<file path="src/rtl/countdown_s.sv">
// countdown_s: two-digit BCD seconds countdown, consumer of the 1 s prescaler tick.
// Latency: start/cancel/tick take effect at the sampling edge; every output is registered or decoded from state flops.
// Backpressure: none. hold drops ticks and does not queue them. Ticks are level-sampled, one decrement per high cycle.
//
// Ports:
//   clk       system clock, rising edge
//   clr_n     asynchronous active-low reset
//   tick      1 s strobe, one clk wide
//   start     load load_val (or DEFAULT_SECS) and run; restarts if already running
//   cancel    abort to IDLE, highest priority
//   hold      level; while high, ticks are ignored
//   load_val  BCD seconds {tens, ones}
//   sec_bcd   remaining seconds, BCD
//   busy      high in RUN
//   expired   high in EXPIRED
//   done      one-cycle pulse on entry to EXPIRED
module countdown_s #(
  parameter logic [7:0] DEFAULT_SECS = 8'h30,
  parameter bit         AUTO_CLEAR   = 1'b1
) (
  input  logic       clk,
  input  logic       clr_n,
  input  logic       tick,
  input  logic       start,
  input  logic       cancel,
  input  logic       hold,
  input  logic [7:0] load_val,
  output logic [7:0] sec_bcd,
  output logic       busy,
  output logic       expired,
  output logic       done
);

  typedef enum logic [1:0] {
    IDLE    = 2'd0,
    RUN     = 2'd1,
    EXPIRED = 2'd2
  } state_t;

  state_t     state, state_nxt;
  logic [7:0] sec_nxt;
  logic       done_nxt;
  logic [7:0] load_sel;
  logic [7:0] sec_dec;
  logic       tick_ok;

  // Reject non-BCD nibbles and a zero load so the counter always starts at
  // a legal, non-zero BCD value and can never underflow.
  always_comb begin
    if ((load_val[7:4] > 4'd9) || (load_val[3:0] > 4'd9) || (load_val == 8'h00))
      load_sel = DEFAULT_SECS;
    else
      load_sel = load_val;
  end

  // BCD decrement with borrow from tens into ones.
  always_comb begin
    if (sec_bcd[3:0] == 4'd0)
      sec_dec = {sec_bcd[7:4] - 4'd1, 4'd9};
    else
      sec_dec = {sec_bcd[7:4], sec_bcd[3:0] - 4'd1};
  end

  assign tick_ok = tick && !hold;

  // State, count and done pulse registers.
  always_ff @(posedge clk or negedge clr_n) begin
    if (!clr_n) begin
      state   <= IDLE;
      sec_bcd <= 8'h00;
      done    <= 1'b0;
    end else begin
      state   <= state_nxt;
      sec_bcd <= sec_nxt;
      done    <= done_nxt;
    end
  end

  // Next-state: cancel beats start beats tick. A tick in the same cycle as
  // start is swallowed, so the freshly loaded value is never decremented.
  always_comb begin
    state_nxt = state;
    sec_nxt   = sec_bcd;
    done_nxt  = 1'b0;
    if (cancel) begin
      state_nxt = IDLE;
      sec_nxt   = 8'h00;
    end else if (start) begin
      state_nxt = RUN;
      sec_nxt   = load_sel;
    end else if (tick_ok) begin
      case (state)
        RUN: begin
          // <= 01 rather than == 01 keeps a stray 00 from wrapping to 99.
          if (sec_bcd <= 8'h01) begin
            state_nxt = EXPIRED;
            sec_nxt   = 8'h00;
            done_nxt  = 1'b1;
          end else begin
            sec_nxt = sec_dec;
          end
        end
        EXPIRED: begin
          if (AUTO_CLEAR)
            state_nxt = IDLE;
        end
        default: begin
          state_nxt = state;
        end
      endcase
    end
  end

  // Outputs decode only the state register, never the inputs.
  always_comb begin
    busy    = (state == RUN);
    expired = (state == EXPIRED);
  end

endmodule

</file>
<file path="config.mk">
export PLATFORM = sky130hd
export DESIGN_NAME = countdown_s
export DESIGN_NICKNAME = d
export VERILOG_FILES = /design/src/rtl/countdown_s.sv
export SDC_FILE = /design/constraint.sdc
export NUM_CORES = 1
export LEC_CHECK = 0
export CAP_MARGIN = 20
export CORE_MARGIN = 1
export CORE_UTILIZATION = 45
export CTS_CLUSTER_DIAMETER = 150
export DETAILED_ROUTE_END_ITERATION = 8
export GPL_ROUTABILITY_DRIVEN = 0
export PLACE_DENSITY = 0.83
export SYNTH_ARGS = -nofsm -noshare
export SYNTH_HDL_FRONTEND = slang
export SYNTH_SLANG_ARGS = --single-unit
</file>
<file path="constraint.sdc">
create_clock -name clk -period 2 [get_ports clk]
set_input_delay 0.4 -clock clk [delete_from_list [all_inputs] [get_ports clk]]
set_output_delay 0.4 -clock clk [all_outputs]
set_load 0.05 [all_outputs]
</file>
==> run_results.csv <==
group,metric,value,unit
status,status,"finished clean",
cells_and_area,n_antenna_cell,0,
setup_path,critical_path_class,"register to register",
sta,max_slew_margin,66.3,%
worst_hold_path,hp-class,"primary input to async pin",
setup_path,cp.required,2190,ps
global_route,grt-ovfl-total,0,
power,totalPowerFinal,0.889,mW
cts,cts_tree,"done",
power,p_seq_share,33.2,%
route,wl_per_cell,13.8,um
yosys,netlist_top_cells_area,"dfrtp_1 35%, ha_1 4.7%, o21ai_0 4.4%, nor2_1 4.2%, inv_1 3.3%",
sta,hold_viol_final,0,
power,internal-power,0.507,mW
global_route,grt_pass1_vias,736,
power,p_clk_share,17.3,%
yosys,syn_inst,87,
power,switching_share,43.0,%
cts,clock_sinks,11,
die,initial_utilization,50.6,%
setup_path,r2r_slack,100,ps
yosys,syn-num-nets,104,
route,drc_errors,0,
route,ant_nets,0,
power,leakage,0.513,nW
die,core,1580,um^2
global_route,antenna_found_initial,0,
sta,whs,466,ps
yosys,synth_cell_type_count,35,
global_route,grt_usage,23.1,%
die,die_width,44.1,um
cells_and_area,fillCellCount,128,
die,io_pins,25,
place,postPlaceCellArea,1100,um^2
cts,clockBufferDepth,2,
cts,clk_pin_slew_worst_paths,80,ps
route,vias,774,
yosys,syn_area,797,um^2
setup_path,reg2reg_depth,7,
sta,period_minus_slack,1900,ps
power,irDropWorstVdd,0.000705,V
place,dp.cells,135,
global_route,grt_pass1_wl,3260,um
yosys,ys_ff_latch,11,
sta,tightest_slew,504,ps
global_route,grt_max_degree,12,
setup_path,reg2reg_to,"state[1]$_DFFE_PN0P_",
cells_and_area,drive_gt1_share,25.2,%
cts,clkLatencyLatePin,270,ps
yosys,yosys.area.top_type_share,34.5,%
cells_and_area,utilization,71.4,%
sta,rsz0062_at_grt,"no",
cts,root_buffer,"clkbuf_4",
sta,fin_crit_sh,95.2,%
route,first_iter_violations,25,
sta,skew,10.4,ps
sta,drv_slew,0,
route,viasPerCell,5.57,
cts,cts-buffers-inserted,3,
place,portBuffers,24,
cts,cts_hold_buffers,0,
run,drv_cap,0,
sta,setup_viol_count_final,0,
yosys,avgSynthCellArea,9.16,um^2
cells_and_area,fin_area,1130,um^2
route,firstDrtPassIters,6,
sta,fmax,0.525,GHz
cells_and_area,layout.cells.non_filler,139,
die,num_rows,14,
cells_and_area,num-nets-final,141,
place,dpl.hpwl,1550,um
setup_path,rr_startpoint,"sec_bcd[4]$_DFFE_PN0P_",
route,routed_wl,1920,um
cts,cts_htree_levels,1,
die,die_area,1940,um^2
yosys,yosys_warnings,0,
die,die_h,44.1,um
setup_path,critPathLaunchType,"register",
yosys,seq_area_frac_synth,34.5,%
setup_path,critPathArrivalTime,2090,ps
power,p_switching,0.382,mW
power,p_comb_share,49.5,%
setup_path,end_kind,"register",
yosys,synth_top_cell_by_area,"dfrtp_1",
cells_and_area,syn_to_final_growth,41.3,%
setup_path,crit_start,"sec_bcd[4]$_DFFE_PN0P_",
setup_path,worstPathMaxFanout,4,
power,powerDensity,789,nW/um^2
-- synth_stat cells (all sizes together) --
| cell | instances |
|---|---|
| dfrtp | 11 |
| nor2 | 11 |
| o21ai | 8 |
| inv | 7 |
| nand2 | 7 |
| a21oi | 5 |
| nor3 | 5 |
| a21boi | 3 |
| a22o | 3 |
| ha | 3 |
| a31o | 2 |
| a31oi | 2 |
| buf | 2 |
| nand2b | 2 |
| nand3 | 2 |
| nor2b | 2 |
| o21a | 2 |
| or2 | 2 |
| a2111o | 1 |
| a22oi | 1 |
| a311o | 1 |
| a311oi | 1 |
| a32o | 1 |
| nand3b | 1 |
| nor4 | 1 |
| o22a | 1 |
-- power groups by stage --
stage	sequential (mW)	clock, mW	combinational, mW
finish	0.295	0.154	0.440
floorplan	0.392	0	0.195
detailed placement	0.299	0	0.439
global placement	0.297	0	0.429
global route	0.300	0.168	0.471
CTS	0.295	0.158	0.441
-- worst max-delay path, cell delays in order, from the launching register on --
cell      delay [ps]
dfrtp_1          410
inv_1             90
ha_1             180
nor2b_4          230
nand3_2          110
a2111o_1         450
or2_0            230
a21oi_2          130
-- final cells by class --
| cell class | instances | area, um^2 | area share [%] |
|---|---|---|---|
| Clock buffer | 4 | 26.3 | 2.33 |
| Inverter | 7 | 26.3 | 2.33 |
| Timing Repair Buffer | 34 | 303 | 26.9 |
| Tap cell | 16 | 20.0 | 1.78 |
| Multi-Input combinational cell | 67 | 475 | 42.2 |
| Sequential cell | 11 | 275 | 24.4 |
-- registers in the layout (all words and copies together), names as in the netlist --
| register | count |
|---|---|
| done | 1 |
| sec_bcd | 8 |
| state | 2 |
-- worst max-delay path by stage --
stage | endpoint | cells past startpoint
floorplan | state[1]$_DFFE_PN0P_ | 7
global placement | sec_bcd[1]$_DFFE_PN0P_ | 5
detailed placement | sec_bcd[1]$_DFFE_PN0P_ | 5
CTS | sec_bcd[0] | 1
global route | state[1]$_DFFE_PN0P_ | 7
finish | state[1]$_DFFE_PN0P_ | 7
-- cells in the final DEF (no fill, tap or decap), drive strengths merged --
| cell type | netlist | layout |
|---|---|---|
| o22a | 1 | 1 |
| nor3 | 5 | 5 |
| inv | 7 | 7 |
| a31oi | 2 | 2 |
| a2111o | 1 | 1 |
| nor4 | 1 | 1 |
| o21ai | 8 | 8 |
| clkbuf | 0 | 4 |
| nor2 | 11 | 11 |
| a311o | 1 | 1 |
| nand3b | 1 | 1 |
| a32o | 1 | 1 |
| a31o | 2 | 2 |
| clkdlybuf4s50 | 0 | 17 |
| nor2b | 2 | 2 |
| a22o | 3 | 3 |
| a21boi | 3 | 3 |
| a22oi | 1 | 1 |
| nand2b | 2 | 2 |
| nand2 | 7 | 7 |
| ha | 3 | 3 |
| a311oi | 1 | 1 |
| dfrtp | 11 | 11 |
| dlymetal6s2s | 0 | 1 |
| or2 | 2 | 2 |
| buf | 2 | 16 |
| o21a | 2 | 2 |
| nand3 | 2 | 2 |
| a21oi | 5 | 5 |
-- per-layer routing --
metal	GRT usage (%)	part of all wire [%]
met5	0	0
met4	7.27	0.94
met3	4.90	4.7
met2	36.2	46
met1	32.0	48
-- repair_timing --
action,in CTS,in global routing
hold endpoints to repair,0,0
setup endpoints to repair,0,1
resized for setup,0,1
buffers inserted,0,0
-- metrics by stage --
step,setup slack [ps],setup TNS [ps]
floorplan,44.7,0
global placement,-17.6,-32.4
detailed placement,-28.3,-68.8
CTS,69.1,0
global route,35.8,0
finish,96.3,0
-- cells by family (layout without fill, tap and decap cells) --
logic type      after synthesis  after routing  share of synthesized area (%)
compound gates               31             31                           30.9
fa+ha+maj                     3              3                           4.71
buf+inv                       9             45                           6.12
flops                        11             11                           34.5
simple gates                 33             33                           23.7
No activity file was read; power rests on OpenSTA's default activity.
==> RTL edit: new RTL, same flow settings <==
Set the parameter `DEFAULT_SECS` to 8'h24 (it was 8'h30).
--- a/src/rtl/countdown_s.sv
+++ b/src/rtl/countdown_s.sv
@@ -17,3 +17,3 @@
 module countdown_s #(
-  parameter logic [7:0] DEFAULT_SECS = 8'h30,
+  parameter logic [7:0] DEFAULT_SECS = 8'h24,
   parameter bit         AUTO_CLEAR   = 1'b1
Check against the original RTL: not equivalent (Yosys sat finds a counterexample within 4 cycles, from zero or initial values).
==> RTL edit against the original RTL <==
The run now ends with DRC left. Sequential share of layout area grew 0.81 points. Setup slack lost 0.041 ns. Die area shrank 1.9%. Sequential cell count is the same. Combinational power grew 1%. Total power shrank 0.29%. Fmax shrank 2.1%. Critical path type is now reg2out. Clock skew shrank 0.0081 ns. Synthesized area shrank 2.0%. Routed wire length grew 14%. Highest routed layer unchanged. Cell area shrank 3.2%.
==> RTL edit: results (changes against the original RTL) <==
Run status
  – Status: finished with violations (was finished clean)
  – Violated checks: DRC

Setup path
  – CP Launch Point: sec_bcd[0] (was sec_bcd[4])
  – FF-to-FF path depth: 7 (unchanged)
  – CP max FO: 6 (was 4)
  – CP peak stage delay: 0.84 ns (was 0.45 ns)
  – CP top delay family: buffers and inverters (was compound AO/OA/AOI/OAI gates)
  – Reg2reg start: sec_bcd[4] (unchanged)
  – CP max stage cell: clkdlybuf4s50_1 (was a2111o_1)
  – Crit path DAT: 1.54 ns (was 2.09 ns)

CTS
  – Worst skew pair latency: 0.27 ns (about the same)
  – H-tree depth: 1 (unchanged)
  – Clock Path Buffers: 2 (unchanged)
  – Num CTS Buffers: 3 (unchanged)
  – Root Buffer: clkbuf_4 (unchanged)
  – Clock-pin slew on the worst setup and hold paths: 0.07 ns

Synthesis
  – Syn Nets: 103 (was 104)
  – Yosys cell types: 37 (was 35)
  – Synth async-reset ratio: 100% (unchanged)
  – Top cells by area, synth: dfrtp_1 (35%), a21oi_1 (6.4%), ha_1 (4.8%), inv_1 (4.8%), o21ai_0 (3.2%) (was dfrtp_1 (35%), ha_1 (4.7%), o21ai_0 (4.4%), nor2_1 (4.2%), inv_1 (3.3%))
  – Commonest cells in the netlist: dfrtp_1 (11), a21oi_1 (10), inv_1 (10) (was dfrtp_1 (11), nor2_1 (9), inv_1 (7), nand2_1 (7), o21ai_0 (7))
  – Synth warn: 0 (unchanged)
  – Seq/Total Area, Yosys: 35.3% (was 34.5%)

Placement
  – Dpl ws: 0.0125 ns (was -0.0283 ns)
  – Port Buffers: 24 (unchanged)
  – Detailed Place HPWL: 1740 um (was 1550 um)

Layout
  – Largest regs: sec_bcd (8), state (2), done (1) (unchanged)
  – Largest register by flop count: sec_bcd (unchanged)
  – Fraction of layout cells with a size suffix above 1: 17.9% (was 25.2%)
  – N_diodes: 0 (unchanged)
  – # nets final: 135 (was 141)

Drt
  – Vias/cell: 6.15 (was 5.57)
  – Drt drc: 2 (was 0)
  – Final wirelength: 2180 um (was 1920 um)
  – DRT Pass-1 Iters: 7 (was 6)
  – Antenna Nets Post-Route: 0 (unchanged)
  – Drt first-iter violations: 24 (was 25)

GRT
  – Initial antenna violation count: 0 (unchanged)
  – Vias in the first global route: 768 (was 736)
  – Tot GR Track Use: 25.7% (was 23.1%)
  – Largest net degree at the start of global routing: 12 (unchanged)
  – First-pass GRT wire length: 3490 um (was 3260 um)

Pwr
  – P_leak: 0.477 nW (was 0.513 nW)
  – Maximum vdd drop: 0.745 mV (was 0.705 mV)

Timing
  – Clock Skews: 0.00226 ns (was 0.0104 ns)
  – Slew @ Worst Pin: 0.530 ns (was 0.504 ns)

Min path
  – Hold Path Class: in2async (unchanged)
-- RTL edit: cell count changes in the layout (fill, tap and decap cells not counted), moves of 3 or more --
cell and delta:
a21oi_1 +6, nand2_1 -4, nor3_1 -4, inv_1 +3, or3_1 +3, buf_4 -6, nor2_1 -5
-- RTL edit: final cells by class --
| class | instances | area [um2] |
|---|---|---|
| Tap cell | 16 | 20.0 |
| Fill cell | 134 | 469 |
| Sequential cell | 11 | 275 |
| Timing Repair Buffer | 29 | 268 |
| Multi-Input combinational cell | 63 | 463 |
| Clock buffer | 4 | 26.3 |
| Inverter | 10 | 37.5 |
-- RTL edit: cell families (layout without fill, tap and decap cells) --
group                      after synthesis  count (layout)  synth area share [%]
AOI/OAI and AO/OA                       32              32                  29.2
adders and majority gates                3               3                  4.81
buffers and inverters                   12              43                  5.77
DFF                                     11              11                  35.3
muxes                                    2               2                  2.56
and+or+nand+nor                         26              26                  22.4
-- RTL edit: worst paths after layout --
path / end / slack [ns]
setup / recovery: sec_bcd[0] / 0.06
hold / removal: sec_bcd[7] / 0.48
setup reg to reg: sec_bcd[7] / 0.11
hold reg to reg: sec_bcd[5] / 0.58
max in group asynchronous: sec_bcd[3] / 1.17
min in group clk: sec_bcd[5] / 0.58
-- RTL edit: timing repair --
action / in CTS / in global routing
endpoints found under the setup margin: 0 / 3
buffers inserted: 0 / 1
resized for setup: 0 / 3
-- RTL edit: stage by stage --
stage	TNS, ns	area (um2)	power (mW)	utilization, %	instances
2_1_floorplan	0	781	0.575	-	86
3_3_place_gp	0	1050	0.707	67.4	128
3_5_place_dp	0	1050	0.717	67.4	128
4_1_cts	0	1080	0.872	69.1	132
5_1_grt	-0.0164	1090	0.937	69.9	133
6_report	0	1090	0.886	69.9	133
-- RTL edit: report_power, final --
part | leakage (nW) | switching (mW) | internal [mW] | total (mW)
clock | 0.0150 | 0.0739 | 0.0773 | 0.151
sequential | 0.146 | 0.0389 | 0.249 | 0.288
combinational | 0.316 | 0.260 | 0.186 | 0.446
-- RTL edit: layer usage --
metal / vias to the layer above / global-route usage (%) / part of all wire (%)
met5: - / 0 / 0
met4: 0 / 9.38 / 2.4
met3: 8 / 6.67 / 5.9
met2: 30 / 44.5 / 51
met1: 391 / 30.3 / 41
li1: 389 / - / -
